**src/rtl/alu_pipe.sv**
```systemverilog
// Two-stage pipelined integer ALU with registered flags, carry chaining and
// valid/ready handshakes; results leave in issue order with their tags.
module alu_pipe #(
  parameter int WIDTH = 32,
  parameter int TAGW  = 4
) (
  input  logic             clk,
  input  logic             rst,
  input  logic             in_valid,
  output logic             in_ready,
  input  logic [3:0]       op,
  input  logic             cin,
  input  logic             use_cf,
  input  logic [TAGW-1:0]  tag_in,
  input  logic [WIDTH-1:0] a,
  input  logic [WIDTH-1:0] b,
  output logic             out_valid,
  input  logic             out_ready,
  output logic [WIDTH-1:0] y,
  output logic             z,
  output logic             n,
  output logic             c,
  output logic             v,
  output logic [TAGW-1:0]  tag_out
);

  localparam int SW = $clog2(WIDTH);

  localparam logic [3:0] OP_MOV = 4'h0;
  localparam logic [3:0] OP_INC = 4'h1;
  localparam logic [3:0] OP_ADD = 4'h2;
  localparam logic [3:0] OP_ADC = 4'h3;
  localparam logic [3:0] OP_SUB = 4'h4;
  localparam logic [3:0] OP_SBB = 4'h5;
  localparam logic [3:0] OP_DEC = 4'h6;
  localparam logic [3:0] OP_NOT = 4'h7;
  localparam logic [3:0] OP_AND = 4'h8;
  localparam logic [3:0] OP_OR  = 4'h9;
  localparam logic [3:0] OP_XOR = 4'hA;
  localparam logic [3:0] OP_SHL = 4'hB;
  localparam logic [3:0] OP_SHR = 4'hC;
  localparam logic [3:0] OP_SAR = 4'hD;
  localparam logic [3:0] OP_ROL = 4'hE;
  localparam logic [3:0] OP_ROR = 4'hF;

  logic             s1Valid_q;
  logic [3:0]       op_q;
  logic [WIDTH-1:0] a_q, b_q;
  logic [TAGW-1:0]  tag_q;
  logic             cin_q, useCf_q;

  logic             outValid_q, z_q, n_q, c_q, v_q, cf_q;
  logic [WIDTH-1:0] y_q;
  logic [TAGW-1:0]  tagOut_q;

  logic adv1, adv2, accept, load2;

  assign adv2     = !outValid_q || out_ready;
  assign adv1     = !s1Valid_q || adv2;
  assign in_ready = adv1;
  assign accept   = in_valid && adv1;
  assign load2    = s1Valid_q && adv2;

  always_ff @(posedge clk) begin
    if (rst) begin
      s1Valid_q <= 1'b0;
    end else begin
      if (adv1) s1Valid_q <= in_valid;
      if (accept) begin
        op_q    <= op;
        a_q     <= a;
        b_q     <= b;
        tag_q   <= tag_in;
        cin_q   <= cin;
        useCf_q <= use_cf;
      end
    end
  end

  // Carry-in is resolved at compute time so a chained op directly behind its
  // predecessor already sees the carry that predecessor just produced.
  logic             k;
  logic [SW-1:0]    s, rotAmt;
  logic [WIDTH-1:0] opB, rot, y_d;
  logic [WIDTH:0]   sum, shl, shr, sar;
  logic             carryIn, c_d, v_d;

  assign k      = useCf_q ? cf_q : cin_q;
  assign s      = b_q[SW-1:0];
  assign rotAmt = (op_q == OP_ROL) ? ({SW{1'b0}} - s) : s;
  assign rot    = WIDTH'({a_q, a_q} >> rotAmt);
  assign shl    = {1'b0, a_q} << s;
  assign shr    = {a_q, 1'b0} >> s;
  assign sar    = $unsigned($signed({a_q, 1'b0}) >>> s);

  always_comb begin
    opB     = b_q;
    carryIn = 1'b0;
    case (op_q)
      OP_INC:  begin opB = '0;   carryIn = 1'b1; end
      OP_ADC:  carryIn = k;
      OP_SUB:  begin opB = ~b_q; carryIn = 1'b1; end
      OP_SBB:  begin opB = ~b_q; carryIn = k;    end
      OP_DEC:  opB = '1;
      default: ;
    endcase
    sum = {1'b0, a_q} + {1'b0, opB} + {{WIDTH{1'b0}}, carryIn};
  end

  // Shift results carry one extra bit that captures the last bit pushed out.
  always_comb begin
    y_d = sum[WIDTH-1:0];
    c_d = 1'b0;
    v_d = 1'b0;
    case (op_q)
      OP_INC, OP_ADD, OP_ADC, OP_SUB, OP_SBB, OP_DEC: begin
        c_d = sum[WIDTH];
        v_d = (a_q[WIDTH-1] == opB[WIDTH-1]) && (sum[WIDTH-1] != a_q[WIDTH-1]);
      end
      OP_MOV: y_d = a_q;
      OP_NOT: y_d = ~a_q;
      OP_AND: y_d = a_q & b_q;
      OP_OR:  y_d = a_q | b_q;
      OP_XOR: y_d = a_q ^ b_q;
      OP_SHL: begin y_d = shl[WIDTH-1:0]; c_d = shl[WIDTH]; end
      OP_SHR: begin y_d = shr[WIDTH:1];   c_d = shr[0];     end
      OP_SAR: begin y_d = sar[WIDTH:1];   c_d = sar[0];     end
      OP_ROL: begin y_d = rot; c_d = (s != '0) && rot[0];       end
      OP_ROR: begin y_d = rot; c_d = (s != '0) && rot[WIDTH-1]; end
      default: ;
    endcase
  end

  always_ff @(posedge clk) begin
    if (rst) begin
      outValid_q <= 1'b0;
      y_q        <= '0;
      z_q        <= 1'b0;
      n_q        <= 1'b0;
      c_q        <= 1'b0;
      v_q        <= 1'b0;
      tagOut_q   <= '0;
      cf_q       <= 1'b0;
    end else if (adv2) begin
      outValid_q <= s1Valid_q;
      if (load2) begin
        y_q      <= y_d;
        z_q      <= (y_d == '0);
        n_q      <= y_d[WIDTH-1];
        c_q      <= c_d;
        v_q      <= v_d;
        tagOut_q <= tag_q;
        cf_q     <= c_d;
      end
    end
  end

  assign out_valid = outValid_q;
  assign y         = y_q;
  assign z         = z_q;
  assign n         = n_q;
  assign c         = c_q;
  assign v         = v_q;
  assign tag_out   = tagOut_q;

endmodule

```
**config.mk**
```make
export PLATFORM = sky130hd
export DESIGN_NAME = alu_pipe
export DESIGN_NICKNAME = d
export VERILOG_FILES = /design/src/rtl/alu_pipe.sv
export SDC_FILE = /design/constraint.sdc
export NUM_CORES = 1
export LEC_CHECK = 0
export ABC_AREA = 1
export BUFFER_PORTS_ARGS = -buffer_cell sky130_fd_sc_hd__buf_4
export CAP_MARGIN = 0
export CORE_ASPECT_RATIO = 0.6
export CORE_MARGIN = 3
export CORE_UTILIZATION = 42
export CTS_CLUSTER_DIAMETER = 30
export DETAILED_ROUTE_END_ITERATION = 12
export PLACE_DENSITY_LB_ADDON = 0.08
export SYNTH_ARGS = -nofsm -noshare
export SYNTH_HDL_FRONTEND = slang
export SYNTH_SLANG_ARGS = --single-unit
```
**constraint.sdc**
```tcl
create_clock -name clk -period 10.2 [get_ports clk]
set_input_delay 2.04 -clock clk [delete_from_list [all_inputs] [get_ports clk]]
set_output_delay 2.04 -clock clk [all_outputs]
set_load 0.1 [all_outputs]
```
==> impl_metrics.py, run 1 <==
metrics = {
    "logic_synthesis": {
        "synth_edf_count": 74,
        "synth_top_area_cell": "nand3_1",
        "syn_area_mm2": 0.0146,
        "yosysSeqAreaShare_pct": 20.9,
        "ys_ff_latch": 115,
        "synth_area_leaders": "nand3_1 19%, nand2_1 19%, edfxtp_1 15%, ha_1 8.4%, nor2_1 6.4%",
        "async_flop_share_pct": 0,
        "synthFlopType": "edfxtp_1",
        "yosysWarnings": 0,
        "synth_cells": 2487,
        "ys_types": 48,
        "avgSynthCellArea_um2": 5.85,
        "synth_nets": 2665,
        "synth_top_area_share_pct": 18.9,
    },
    "drt": {
        "vias": 18600,
        "drt_pass1_iterations": 8,
        "vias_per_cell": 6.20,
        "ant_nets": 0,
        "wl_per_cell_um": 24.9,
        "drt-total-wl_um": 74500,
        "drc": 0,
        "drt_iter0_markers": 2836,
    },
    "clocking": {
        "numCtsBuffers": 17,
        "insertion_delay_ps": 440,
        "clockBufferDepth": 2,
        "cts-root-buf": "clkbuf_16",
        "path_clk_slew_ps": 60,
        "htreeDepth": 4,
        "post_cts_buffers": 0,
        "post_cts_resize_count": 0,
        "cts_hold_buf": 0,
        "cts_tree": "built",
        "clock-sinks": 115,
    },
    "timing": {
        "period_needed_ps": 4960,
        "holdWs_ps": 465,
        "timing.final.crit_share_pct": 48.6,
        "clock_skew_ps": 11.6,
        "setup_viol": 0,
        "worst_pin_slew_ps": 1060,
        "relSlewSlack_pct": 29.0,
        "rsz0062_at_grt": "false",
        "hold_viol": 0,
        "setup_tns_ps": 0,
        "slew_violations": 0,
        "fmax_ghz": 0.202,
    },
    "global_route": {
        "antenna_found_initial": 1,
        "grt_pass1_wl_um": 106000,
        "grt_max_degree": 75,
        "grt_pass1_vias": 16000,
        "track_usage_pct": 39.2,
        "grt_overflow": 0,
    },
    "pwr": {
        "peakVddDrop_uv": 125,
        "power.internal_mw": 1.08,
        "seqPwrFrac_pct": 29.0,
        "comb_power_share_pct": 38.3,
        "p_leak_nw": 7.93,
        "swShare_pct": 43.4,
        "p_per_area_mw_per_mm2": 118,
        "p_switching_uw": 827,
        "power.share.clock_pct": 32.7,
    },
    "critical_path": {
        "crit_fanout": 67,
        "arrival_ps": 5260,
        "endpoint_kind": "flip-flop",
        "path_class": "flip-flop to flip-flop",
        "crit_required_ps": 10500,
        "r2r.worst_path.cells": 17,
        "cp-start-kind": "flip-flop",
    },
    "status": {
        "outcome": "finished, final reports clean",
    },
    "floorplanning": {
        "die_h_um": 150,
        "start_util_pct": 42.9,
        "die_w_um": 246,
        "io_pins": 120,
        "core_area_mm2": 0.0339,
        "dieArea_mm2": 0.0370,
        "std_cell_rows": 52,
    },
    "finish": {
        "fill_cells": 3601,
        "utilization_pct": 47.8,
        "area_delta_synth_final_pct": 11.4,
        "drive_gt1_share_pct": 8.76,
        "antenna_cells": 0,
        "multiInputGateArea_mm2": 0.0101,
        "regArea_mm2": 0.00304,
        "nets": 2700,
    },
    "placed_design": {
        "portBuffers": 119,
        "gp_congestion": 1.07,
        "hpwl_um": 58100,
    },
    "flow_run": {
        "drv_cap": 0,
    },
    "hold_path": {
        "holdPathStages": 2,
        "hp-class": "flip-flop to flip-flop",
    },
}
## stage by stage
step / cell area [um^2] / setup WS, ps / cells / power [mW]
global route: 16200 / 5170 / 2994 / 1.98
floorplan: 14600 / 5320 / 2487 / 1.02
detailed placement: 15600 / 5470 / 2962 / 1.25
CTS: 16200 / 5460 / 2994 / 1.87
finish: 16200 / 5240 / 2994 / 1.91
global placement: 15600 / 5480 / 2962 / 1.25
## worst paths after layout
| kind | from | to | slack (ps) |
|---|---|---|---|
| worst min-delay path | v | v | 460 |
| worst max register to register | b_q[1] | cf_q | 5240 |
| worst min register to register | v | v | 460 |
| worst max-delay path | b_q[1] | cf_q | 5240 |
## power groups by stage
stage / sequential (mW) / clock (mW) / combinational (mW)
5_1_grt: 0.554 / 0.648 / 0.776
6_report: 0.553 / 0.623 / 0.729
2_1_floorplan: 0.632 / 0 / 0.385
4_1_cts: 0.551 / 0.626 / 0.697
3_5_place_dp: 0.561 / 0 / 0.694
3_3_place_gp: 0.561 / 0 / 0.691
## logic make-up after synthesis
group	count (synthesis)	share of synthesized area (%)
AOI/OAI and AO/OA	306	12.1
xor gates and xnor gates	1	0.0602
adders and majority gates	100	8.70
buffers and inverters	340	9.65
DFF	115	20.9
muxes	1	0.0688
and+or+nand+nor	1624	48.5
## cell usage in the layout (no fill, tap or decap), types with 34 or more instances in the layout
cell type,netlist,layout
a21oi_1,93,93
buf_4,11,146
dfxtp_1,41,41
edfxtp_1,74,74
ha_1,98,98
inv_1,198,195
nand2_1,729,729
nand3_1,551,551
nor2_1,247,244
o211ai_1,34,34
o21ai_0,106,106
o22ai_1,36,36
## cells in the mapped netlist (5+ instances only)
master     instances
a21oi_1           93
and2_1            18
buf_1             19
buf_2             43
buf_4             11
clkbuf_1          52
dfxtp_1           41
edfxtp_1          74
ha_1              98
inv_1            198
inv_2              9
nand2_1          729
nand2_2           12
nand2_4            5
nand3_1          551
nand3b_1           6
nand4_1           24
nor2_1           247
nor3_1            18
o2111ai_1          7
o211ai_1          34
o21a_1             7
o21ai_0          106
o221ai_1           6
o22ai_1           36
## worst max-delay path: stages, from the launching register on
cell      delay (ps)
edfxtp_1         320
buf_4            640
inv_2            490
ha_1             340
nand2_1           90
nor2_1            50
ha_1             300
inv_1             70
o21ai_2           50
buf_4            240
inv_1            820
nand3_1          190
nand3_1          210
nand2_1          120
nand2_1          110
nand4_1          200
o21ai_0          400
a21oi_1          110
## flip-flops by register name, summed over array words and instances (netlist names)
| register | flops |
|---|---|
| z | 1 |
| out_valid | 1 |
| s1Valid_q | 1 |
| v | 1 |
| op_q | 4 |
| b_q | 32 |
| y | 31 |
| a_q | 32 |
| tag_out | 4 |
| cf_q | 1 |
| useCf_q | 1 |
| tag_q | 4 |
| n | 1 |
| cin_q | 1 |
## layer usage
metal | vias up | track usage, % | share of wire (%) | routed length [um]
met3 | 118 | 15.8 | 16 | 12000
met2 | 1410 | 51.0 | 37 | 27600
li1 | 8448 | - | - | -
met1 | 8591 | 58.7 | 44 | 32900
met4 | 2 | 9.03 | 2.5 | 1900
met5 | - | 0 | 0.031 | 23
## final cells by class
type / instances / share of cell area [%]
multi-input cells: 2032 / 62.4
repair buffers: 146 / 6.76
well taps: 459 / 3.54
flip-flops and latches: 115 / 18.8
clock inverters: 15 / 1.06
inverters: 210 / 4.88
clock buffers: 17 / 2.62
Note: power is estimated with default switching activity, not from simulation.
==> run 2: changes to the inputs <==
--- a/config.mk
+++ b/config.mk
@@ -5,7 +5,7 @@
 export SDC_FILE = /design/constraint.sdc
 export NUM_CORES = 1
 export LEC_CHECK = 0
-export ABC_AREA = 1
+export ABC_AREA = 0
 export BUFFER_PORTS_ARGS = -buffer_cell sky130_fd_sc_hd__buf_4
 export CAP_MARGIN = 0
 export CORE_ASPECT_RATIO = 0.6
==> constraint.sdc (replaced) <==
create_clock -name clk -period 4.03 [get_ports clk]
set_input_delay 0.806 -clock clk [delete_from_list [all_inputs] [get_ports clk]]
set_output_delay 0.806 -clock clk [all_outputs]
set_load 0.1 [all_outputs]
==> run 2 against run 1 <==
Effect of this change: the run now ends with setup timing left; first-iteration DRC count is 41% higher; worst hold slack worse by 2.3 ps; sequential share of layout area is 5.7 points lower; critical path type unchanged; synthesized cell count is 17% lower; largest power group unchanged; combinational power grew to 4.1 times the previous value; die area is 13% higher; critical path depth is 5 higher; via count is 17% higher; worst setup slack worse by 5700 ps; sequential power grew to 2.5 times the previous value.
==> impl_metrics.py, run 2 <==
metrics = {
    "logic_synthesis": {
        "synth_edf_count": 74,
        "yosysSeqAreaShare_pct": 18.4,
        "yosysWarnings": 0,
        "synthFlopType": "edfxtp_1",
        "synth_top_area_share_pct": 13.4,
        "synth.top_cells.by_count": "209 x nor2_1, 194 x nand2_1, 122 x a21oi_1, 110 x clkbuf_1, 109 x o21ai_0",
        "synth_cells": 2060,
        "synth_top_area_cell": "edfxtp_1",
        "syn_area_mm2": 0.0165,
        "avgSynthCellArea_um2": 8.02,
        "synth_area_leaders": "edfxtp_1 13%, mux4_2 9.7%, ha_1 7.4%, mux2i_1 6.2%, dfxtp_1 5.0%",
        "ys_ff_latch": 115,
        "synth_nets": 2238,
        "yosysMostFrequentCell": "nor2_1",
        "ys_types": 88,
        "async_flop_share_pct": 0,
    },
    "global_route": {
        "grt_pass1_vias": 20300,
        "grt_overflow": 0,
        "track_usage_pct": 47.2,
        "grt_pass1_wl_um": 143000,
        "antenna_found_initial": 7,
        "grt_max_degree": 86,
    },
    "critical_path": {
        "slowest_delay_ps": 420,
        "arrival_ps": 4840,
        "crit_chain": "buf_6 -> nor2_4 -> nor3_4 -> buf_6 -> clkbuf_16 -> buf_4 -> o22a_1 -> ha_4 -> buf_4 -> buf_4 -> nor2_1 -> or3_1 -> o221ai_1 -> a21oi_4 -> o2111ai_1 -> a21oi_4 -> nor4bb_2 -> buf_4 -> o2111ai_1 -> nor4_4 -> nand4_1 -> a21oi_1",
        "crit_top_cell": "buf_4",
        "slowest_stage": "edfxtp_1",
        "crit_required_ps": 4410,
        "critPathBufInv": 7,
        "crit_family": "compound AO/OA/AOI/OAI gates",
        "crit_fanout": 6,
        "endpoint_kind": "flip-flop",
        "cp-start-kind": "flip-flop",
        "path_class": "flip-flop to flip-flop",
    },
    "drt": {
        "drc": 0,
        "drt_pass1_iterations": 7,
        "drt_iter0_markers": 3996,
        "wl_per_cell_um": 32.8,
        "vias": 21800,
        "drt-total-wl_um": 102000,
        "ant_nets": 0,
        "vias_per_cell": 7.00,
    },
    "timing": {
        "rsz0062_at_grt": "true",
        "fmax_ghz": 0.224,
        "hold_viol": 0,
        "holdWs_ps": 462,
        "setup_viol": 4,
        "period_needed_ps": 4460,
        "clock_skew_ps": 24.6,
        "timing.final.crit_share_pct": 111,
        "slew_violations": 0,
        "worst_pin_slew_ps": 1080,
        "fin_ws_ps": -431,
        "relSlewSlack_pct": 27.5,
    },
    "placed_design": {
        "gp_congestion": 1.14,
        "pre_cts_ws_ps": -765,
        "portBuffers": 119,
        "hpwl_um": 80600,
    },
    "floorplanning": {
        "std_cell_rows": 55,
        "dieArea_mm2": 0.0418,
        "core_area_mm2": 0.0383,
        "die_h_um": 160,
        "start_util_pct": 43.2,
        "io_pins": 120,
        "die_w_um": 262,
    },
    "pwr": {
        "peakVddDrop_uv": 284,
        "seqPwrFrac_pct": 23.4,
        "p_per_area_mw_per_mm2": 256,
        "comb_power_share_pct": 50.0,
        "power.share.clock_pct": 26.5,
        "p_leak_nw": 9.89,
        "swShare_pct": 43.6,
        "p_switching_mw": 2.59,
        "power.internal_mw": 3.35,
    },
    "hold_path": {
        "hp-class": "flip-flop to flip-flop",
    },
    "finish": {
        "final_common_cell": "buf_4",
        "area_delta_synth_final_pct": 40.5,
        "drive_gt1_share_pct": 37.1,
        "final_cell_mix": "670 x buf_4, 207 x nor2_1, 191 x nand2_1, 109 x a21oi_1",
        "nets": 2759,
    },
    "clocking": {
        "numCtsBuffers": 17,
        "cts_hold_buf": 0,
        "htreeDepth": 4,
        "path_clk_slew_ps": 70,
        "cts_tree": "built",
        "cts-root-buf": "clkbuf_16",
        "clockBufferDepth": 2,
        "clock-sinks": 115,
        "insertion_delay_ps": 460,
    },
    "status": {
        "violations": "setup timing",
        "outcome": "finished, violations left",
    },
    "flow_run": {
        "drv_cap": 0,
    },
}
## run 2: cells by family after synthesis
group	after synthesis	share of synthesized area (%)
and+or+nand+nor	696	20.2
AOI/OAI and AO/OA	637	27.0
buffers and inverters	280	7.20
muxes	211	18.4
DFF	115	18.4
adders and majority gates	100	7.66
xor gates and xnor gates	21	1.11
## run 2: timing repair
item / CTS / global route
cloned: 0 / 2
setup endpoints to repair: 8 / 21
resized for setup: 43 / 62
pin swaps: 11 / 17
buffers inserted: 4 / 9
## run 2: through the flow
step	instance area (um^2)	cells	TNS (ps)	utilization, %	power (mW)
floorplan	16900	2060	-147	-	2.79
global placement	21900	3062	-1390	57.3	4.07
detailed placement	21900	3062	-1680	57.3	4.09
CTS	22700	3098	-264	59.4	5.71
global route	23200	3108	-1920	60.7	6.09
finish	23200	3112	-686	60.7	5.95
## run 2: worst paths after layout
kind	to	from	slack, ps	cells after the start
min reg2reg	tag_out[1]	tag_out[1]	460	2
max reg2reg	z	op_q[0]	-430	22
min	tag_out[1]	tag_out[1]	460	2
max	z	op_q[0]	-430	22
## run 2: routing by layer
layer  track usage, %  part of all wire [%]  vias to the layer above
met5             2.55                  0.18                        -
li1                 -                     -                     8962
met2             62.3                    38                     2006
met1             64.2                    39                    10500
met3             25.5                    18                      354
met4             16.2                   4.6                        8
## run 2: layout make-up
class,instances,area (um^2)
Antenna cell,5,12.5
Clock buffer,17,425
Clock inverter,15,164
Fill cell,3418,15000
Inverter,78,295
Multi-Input combinational cell,1665,13000
Sequential cell,115,3040
Tap cell,513,642
Timing Repair Buffer,704,5650
## run 2: power by group through the flow
| stage | logic [mW] | clock network (mW) | registers (mW) |
|---|---|---|---|
| 4_1_cts | 2.74 | 1.58 | 1.39 |
| 6_report | 2.98 | 1.58 | 1.39 |
| 2_1_floorplan | 1.20 | 0 | 1.59 |
| 5_1_grt | 3.05 | 1.64 | 1.40 |
| 3_3_place_gp | 2.65 | 0 | 1.41 |
| 3_5_place_dp | 2.68 | 0 | 1.41 |
## run 2: worst register-to-register path, stage by stage (launching register included)
cell       delay [ps]
edfxtp_1          420
buf_6             150
nor2_4            130
nor3_4             70
buf_6             130
clkbuf_16         140
buf_4             130
o22a_1            220
ha_4              310
buf_4             110
buf_4             130
nor2_1             50
or3_1             340
o221ai_1          330
a21oi_4           120
o2111ai_1         320
a21oi_4           140
nor4bb_2          300
buf_4             150
o2111ai_1         180
nor4_4            250
nand4_1           140
a21oi_1           140
